### config.mk
export PLATFORM = sky130hd
export DESIGN_NAME = aes_round_sequencer_flat
export DESIGN_NICKNAME = d
export VERILOG_FILES = /design/src/rtl/aes_round_sequencer_pkg.sv /design/src/rtl/aes_round_sequencer_if.sv /design/src/rtl/aes_round_sequencer.sv /design/src/flat_wrapper.sv
export SDC_FILE = /design/constraint.sdc
export NUM_CORES = 1
export LEC_CHECK = 0
export CAP_MARGIN = 20
export CORE_AREA = 3 3 250 252
export CTS_CLUSTER_DIAMETER = 80
export DETAILED_ROUTE_END_ITERATION = 6
export DIE_AREA = 0 0 253 255
export GPL_TIMING_DRIVEN = 0
export SLEW_MARGIN = 30
export SYNTH_ARGS = -nofsm -noshare
export SYNTH_HDL_FRONTEND = slang
export SYNTH_SLANG_ARGS = --single-unit
### constraint.sdc
create_clock -name clk -period 1.9 [get_ports clk]
set_input_delay 0.475 -clock clk [delete_from_list [all_inputs] [get_ports clk]]
set_output_delay 0.475 -clock clk [all_outputs]
set_load 0.05 [all_outputs]
### src/rtl/aes_round_sequencer_pkg.sv
// rtl/aes_round_sequencer_pkg.sv - shared AES sequencer types, block width and round-count helper
package aes_pkg;

  localparam int AES_BLOCK_W = 128;

  typedef enum logic [1:0] {
    IDLE  = 2'd0,
    ROUND = 2'd1,
    DONE  = 2'd2
  } seq_state_e;

  // Rounds required for a given key length in 32-bit words; 0 flags an illegal key length.
  function automatic int nr_for_nk(input int nk);
    case (nk)
      4:       return 10;
      6:       return 12;
      8:       return 14;
      default: return 0;
    endcase
  endfunction

endpackage

### src/rtl/aes_round_sequencer_if.sv
// rtl/aes_round_sequencer_if.sv - block stream, key-schedule and round-datapath signals of the sequencer
interface aes_round_sequencer_if;
  import aes_pkg::*;

  logic                   in_valid;
  logic                   in_ready;
  logic [AES_BLOCK_W-1:0] in_data;
  logic                   out_valid;
  logic                   out_ready;
  logic [AES_BLOCK_W-1:0] out_data;
  logic [3:0]             rk_idx;
  logic [AES_BLOCK_W-1:0] rk_data;
  logic [AES_BLOCK_W-1:0] dp_state;
  logic                   dp_final;
  logic [AES_BLOCK_W-1:0] dp_result;

  // Sequencer side: consumes blocks, round keys and round results.
  modport master (
    input  in_valid, in_data, out_ready, rk_data, dp_result,
    output in_ready, out_valid, out_data, rk_idx, dp_state, dp_final
  );

  // Environment side: block source/sink, key schedule and round datapath.
  modport slave (
    output in_valid, in_data, out_ready, rk_data, dp_result,
    input  in_ready, out_valid, out_data, rk_idx, dp_state, dp_final
  );

endinterface

### src/rtl/aes_round_sequencer.sv
// rtl/aes_round_sequencer.sv - iterative AES round controller; optional abort port under AES_SEQ_ABORT_EN
module aes_round_sequencer
  import aes_pkg::*;
#(
  parameter int NK = 4,
  parameter int NR = 10
) (
  input  logic                 clk,
  input  logic                 rst_n,
  aes_round_sequencer_if.master bus
`ifdef AES_SEQ_ABORT_EN
  ,
  input  logic                 abort
`endif
);

  // Reject key-length / round-count combinations that are not AES.
  if (NR != nr_for_nk(NK)) begin : g_bad_cfg
    $error("aes_round_sequencer: NR does not match NK");
  end

  localparam logic [3:0] NR_L = 4'(NR);

  seq_state_e             state_q;
  seq_state_e             state_d;
  logic [3:0]             rnd_q;
  logic [AES_BLOCK_W-1:0] st_q;
  logic                   kill;
  logic                   last_rnd;

`ifdef AES_SEQ_ABORT_EN
  assign kill = abort;
`else
  assign kill = 1'b0;
`endif

  assign last_rnd = (rnd_q == NR_L);

  // State register.
  always_ff @(posedge clk or negedge rst_n) begin
    if (!rst_n) begin
      state_q <= IDLE;
    end else begin
      state_q <= state_d;
    end
  end

  // Next state and registered-state output decodes; abort overrides every transition.
  always_comb begin
    state_d       = state_q;
    bus.in_ready  = 1'b0;
    bus.out_valid = 1'b0;
    bus.rk_idx    = 4'd0;
    bus.dp_final  = 1'b0;
    bus.dp_state  = st_q;
    bus.out_data  = st_q;
    case (state_q)
      IDLE: begin
        bus.in_ready = 1'b1;
        if (bus.in_valid) state_d = ROUND;
      end
      ROUND: begin
        bus.rk_idx   = rnd_q;
        bus.dp_final = last_rnd;
        if (last_rnd) state_d = DONE;
      end
      DONE: begin
        bus.out_valid = 1'b1;
        if (bus.out_ready) state_d = IDLE;
      end
      default: state_d = IDLE;
    endcase
    if (kill) state_d = IDLE;
  end

  // Cipher state and round counter: whitening on accept, datapath feedback each round.
  always_ff @(posedge clk or negedge rst_n) begin
    if (!rst_n) begin
      st_q  <= '0;
      rnd_q <= 4'd0;
    end else if (kill) begin
      st_q  <= '0;
      rnd_q <= 4'd0;
    end else begin
      case (state_q)
        IDLE: begin
          if (bus.in_valid) begin
            st_q  <= bus.in_data ^ bus.rk_data;
            rnd_q <= 4'd1;
          end
        end
        ROUND: begin
          st_q <= bus.dp_result;
          if (!last_rnd) rnd_q <= rnd_q + 4'd1;
        end
        default: ;
      endcase
    end
  end

endmodule

### src/flat_wrapper.sv
// flat-port wrapper written by rule: the top's interface ports become plain ports
module aes_round_sequencer_flat import aes_pkg::*;
#(
  parameter int NK = 4,
  parameter int NR = 10
)
  (clk, rst_n, bus_in_valid, bus_in_data, bus_out_ready, bus_rk_data, bus_dp_result, bus_in_ready, bus_out_valid, bus_out_data, bus_rk_idx, bus_dp_state, bus_dp_final);
  aes_round_sequencer_if bus_i ();
  input  logic clk;
  input  logic rst_n;
  input wire logic [$bits(bus_i.in_valid)-1:0] bus_in_valid;
  input wire logic [$bits(bus_i.in_data)-1:0] bus_in_data;
  input wire logic [$bits(bus_i.out_ready)-1:0] bus_out_ready;
  input wire logic [$bits(bus_i.rk_data)-1:0] bus_rk_data;
  input wire logic [$bits(bus_i.dp_result)-1:0] bus_dp_result;
  output wire logic [$bits(bus_i.in_ready)-1:0] bus_in_ready;
  output wire logic [$bits(bus_i.out_valid)-1:0] bus_out_valid;
  output wire logic [$bits(bus_i.out_data)-1:0] bus_out_data;
  output wire logic [$bits(bus_i.rk_idx)-1:0] bus_rk_idx;
  output wire logic [$bits(bus_i.dp_state)-1:0] bus_dp_state;
  output wire logic [$bits(bus_i.dp_final)-1:0] bus_dp_final;
  assign bus_i.in_valid = bus_in_valid;
  assign bus_i.in_data = bus_in_data;
  assign bus_i.out_ready = bus_out_ready;
  assign bus_i.rk_data = bus_rk_data;
  assign bus_i.dp_result = bus_dp_result;
  assign bus_in_ready = bus_i.in_ready;
  assign bus_out_valid = bus_i.out_valid;
  assign bus_out_data = bus_i.out_data;
  assign bus_rk_idx = bus_i.rk_idx;
  assign bus_dp_state = bus_i.dp_state;
  assign bus_dp_final = bus_i.dp_final;
  aes_round_sequencer #(.NK(NK), .NR(NR)) u_core (.clk(clk), .rst_n(rst_n), .bus(bus_i));
endmodule
== Word-level counts from Yosys, hierarchy flattened ==
Cells that the tools add are included.
Word-level totals
  logic and storage cells: 30
  flip-flop bits (word level): 134
Cells by class
  equal/unequal tests: 7
  mux-type cells: 13
  reductions and logical operators: 5
  add/sub/neg operators: 1
  bitwise gates (word level): 1
Operators by type and width (count)
  case mux 128 bit (2 select lines): 1
  2-to-1 mux 128 bit: 1
  bitwise XOR 128 bit: 1
  2-to-1 mux 4 bit: 3
  case mux 4 bit (2 select lines): 1
  2-to-1 mux 2 bit: 3
  inequality test 2 bit, second input constant: 3
  case mux 2 bit (3 select lines): 1
  AND reduction 3 bit: 2
  adder 4 x 1 -> 4 bit, second input constant: 1
  == test 4 bit, second input constant: 1
  2-to-1 mux 1 bit: 3
  == test 2 x 1 -> 1 bit, second input constant: 1
  == test 2 bit, second input constant: 1
  logical NOT 2 bit: 1
  inequality test 2 x 1 -> 1 bit, second input constant: 1
  AND reduction 2 bit: 1
  nonzero test 2 bit: 1

== Longest topological paths before layout ==
  depth in word-level cells: 3
  gate-level depth with buffers: 6
  mapped depth without buffers: 5

== Worst setup path after synthesis ==
No wires, ideal clock.
  kind: flip-flop to output port
  start point: register u_core.rnd_q[0]
  end point: output port bus_dp_final
  path slack: -0.076 ns
  stages on the path, launching flop included: 5
  data required time: 1.425 ns
  path buffers: 0
  data arrival time: 1.501 ns
  cells stage by stage: dfrtp_1 > inv_1 > ha_1 > nand3b_1 > nor2_1
On the way
  word-level cells in the longest chain between the ends: 2
Ends and longest elaborated chain
  start: declaration: line aes_round_sequencer.sv:26  | logic [3:0] rnd_q;
  start signal: assignment: line aes_round_sequencer.sv:94  | if (!last_rnd) rnd_q <= rnd_q + 4'd1;
  == test 4 bit: line aes_round_sequencer.sv:37  | assign last_rnd = (rnd_q == NR_L);
  2-to-1 mux 1 bit: line aes_round_sequencer.sv:57  | case (state_q)
  end: declaration: line flat_wrapper.sv:21  | output wire logic [$bits(bus_i.dp_final)-1:0] bus_dp_final;
No other way between the ends.

== Worst setup path after layout ==
  start point: register u_core.state_q[1]
  end point: output port bus_rk_idx[1]
On the way
  word-level cells in the longest chain between the ends: 2
Ends and longest elaborated chain
  start: declaration: line aes_round_sequencer.sv:24  | seq_state_e state_q;
  start signal: assignment: line aes_round_sequencer.sv:44  | state_q <= state_d;
  == test 2 x 1 -> 1 bit: line aes_round_sequencer.sv:57
  2-to-1 mux 4 bit: line aes_round_sequencer.sv:57
  end: declaration: line flat_wrapper.sv:19  | output wire logic [$bits(bus_i.rk_idx)-1:0] bus_rk_idx;
No other way between the ends.

==> flow_metrics.tcl <==
set metrics [dict create \
    crit_fanout 4 \
    leakagePower_nw 7.26 \
    startpoint "u_core.state_q[1]" \
    synth-simple-area-share 0.0728 \
    synth_top_family_by_area "compound AO/OA/AOI/OAI gates" \
    power_density_mw_per_mm2 1600 \
    nFillCells 6436 \
    synth_compound_area_frac 0.237 \
    synth_top_area_frac 0.401 \
    finalCritPeriodShare 1.08 \
    antenna_found_initial 3 \
    areaGrowthSynthToFinish_pct 96.5 \
    fin_nets 1946 \
    dieArea_mm2 0.0645 \
    clock-sinks 134 \
    slew_viol_final 0 \
    outcome "complete, but fails checks" \
    grt_pass1_vias 9694 \
    grt_pass1_wl_mm 61.2 \
    period_minus_slack_ps 2050 \
    grt-ovfl-total 0 \
    cp.arrival_ps 1580 \
    track_usage 0.129 \
    maxCapViolations 0 \
    synth_edf_count 0 \
    slew_headroom 0.569 \
    die_x_um 253 \
    yosysSeqAreaShare 0.401 \
    clock.fmax_mhz 487 \
    violations "setup timing" \
    cp-start-kind "flop" \
    io_buffers 650 \
    vias 9384 \
    synth.top_cells.by_area "dfrtp_1 (40%), a22oi_1 (23%), xor2_1 (13%), buf_4 (13%), nand2_1 (5.9%)" \
    cts_made_buffers 17 \
    root_buffer "clkbuf_16" \
    drt-total-wl_mm 43.9 \
    core_mm2 0.0604 \
    setup_viol 7 \
    synth_flop_cell "dfrtp_1" \
    fin_area_mm2 0.0164 \
    cp-end-kind "output port" \
    synth_common_cells "a22oi_1 (256), buf_4 (144), dfrtp_1 (134)" \
    drc 0 \
    syn-num-nets 1260 \
    drt_first_pass_iters 6 \
    syn_area_per_cell_um2 9.62 \
    critPathMaxStageDelay_ps 450 \
    die_h_um 255 \
    yosysTopAreaCell "dfrtp_1" \
    synth.distinct_cells 24 \
    ys_seq_elements 134 \
    synthAdderAreaFrac 0.00299 \
    start_util 0.139 \
    synth_xor_xnor_area_share 0.134 \
    synth_mux_area_frac 0 \
    r2r_start "u_core.rnd_q[1]" \
    rsz0062_at_grt "yes" \
    viasPerCell 3.99 \
    finalHoldViolCount 0 \
    tightest_slew_ps 646 \
    gp_congestion 0.847 \
    hpwlAfterDp_mm 35.5 \
    cts_buffer_depth 2 \
    ir_worst_vdd_v 0.000656 \
    drive_above_1_share 0.314 \
    syn-cell-area_mm2 0.00837 \
    cts_tree "built" \
    worst-setup-path-type "flop to output port" \
    ant_nets 0 \
    fin_setup_tns_ps -824 \
    clk_latency_ps 470 \
    netlist_instances 870 \
    dpl-instance-area_mm2 0.0159 \
    skew_ps 10.3 \
    grt_start_max_net_pins 69 \
    crit_path_cell_trace "nor2b_4 > buf_6 > buf_12 > and2_4 > buf_8" \
    ys_async_sr_fraction 1.00 \
    hold_path.class "input pin to asynchronous set/reset pin" \
    boundaryPins 651 \
    slowest_stage "dfrtp_2" \
    row_count 90 \
    synth_most_common_cell "a22oi_1" \
    wl_per_cell_um 18.6 \
    cp_data_required_time_ps 1420 \
    setup_slack_ps -152 \
    cts.clk_slew.worst_paths_ps 60 \
    drt-initial-drc-count 563 \
    ys_warn_count 0 \
    h-tree-depth 4 \
]
[registers in the layout, indices dropped and copies added (netlist names)]
signal / cells
u_core.bus.dp_state: 128
u_core.state_q: 2
u_core.rnd_q: 4
[cell families (layout without fill, tap and decap cells)]
group / count (synthesis) / in the layout
AO/OA/AOI/OAI: 265 / 265
XOR/XNOR: 128 / 128
adder cells (fa/ha/maj): 2 / 2
buffers and inverters: 190 / 889
flip-flops: 134 / 134
other: 0 / 2
AND/OR/NAND/NOR: 151 / 151
[cell usage in the layout (no fill, tap or decap), drive strengths merged]
cell             n
inv              4
clkinv           4
nand2          131
dlygate4sd3      1
nor3b            1
o311ai           1
nand3b           1
o211ai           2
buf            285
nor2             6
a22oi          256
clkdlybuf4s15  154
clkbuf          48
xor2           128
bufinv           3
nor2b            2
diode            2
and2             3
o21ai            4
clkinvlp         4
o311a            1
ha               2
or4b             1
nand2b           1
nor3             1
clkdlybuf4s50  386
a21o             1
dfrtp          134
nand3            4
[worst max-delay path: cells and delay by family, from the launching register on]
| family | cells | cell delay (ps) |
|---|---|---|
| buffers and inverters | 3 | 380 |
| DFF | 1 | 450 |
| and+or+nand+nor | 2 | 270 |
[power breakdown]
part	leakage [nW]	internal (mW)	switching, mW	total, mW
sequential	1.58	3.95	1.40	5.34
clock	0.282	2.09	1.39	3.48
combinational	5.39	5.92	11.5	17.5
[cell type report]
type,count,area (um2),share of cell area
clock inverters,12,153,0.00928
inverters,3,11.3,0.000685
repair buffers,669,6410,0.390
diodes,2,5.00,0.000304
well taps,782,978,0.0595
multi-input cells,546,3780,0.230
plain buffers,185,1300,0.0792
flip-flops and latches,134,3360,0.204
clock buffers,20,447,0.0272
[metal layers]
layer  vias to the layer above  track usage  share of wire
met1                      4434        0.143           0.38
met4                         0       0.0657          0.041
met3                        65       0.0373          0.079
met2                       523        0.225           0.50
met5                         -            0              0
li1                       4362            -              -
[path summary, 6_finish.rpt]
| check | to | slack [ps] | cells after the start |
|---|---|---|---|
| min in group clk | u_core.bus.dp_state[119] | 570 | 2 |
| max reg2reg | u_core.rnd_q[2] | 60 | 9 |
| max | bus_rk_idx[1] | -150 | 5 |
| max in group asynchronous | u_core.bus.dp_state[38] | 580 | 3 |
| min reg2reg | u_core.bus.dp_state[119] | 570 | 2 |
| min | u_core.bus.dp_state[126] | 550 | 2 |
[per-stage QoR]
stage,hold WS (ps),worst slack (ps),cells,power [mW],util
2_1_floorplan,179,7.60,870,16.6,-
6_report,551,-152,2353,26.3,0.272
5_1_grt,578,-240,2351,27.6,0.272
3_5_place_dp,458,-1050,2304,23.5,0.263
4_1_cts,534,-253,2350,26.7,0.276
3_3_place_gp,551,-5430,2302,23.3,0.263
[timing repair]
action                     CTS  global route
buffers inserted            14             4
cloned                       0             0
resized for setup          946            99
pin swaps                    1             1
hold endpoints to repair    66             0
hold buffers                 1             0
setup endpoints to repair  334            90
Power figures use the tool's default switching activity.
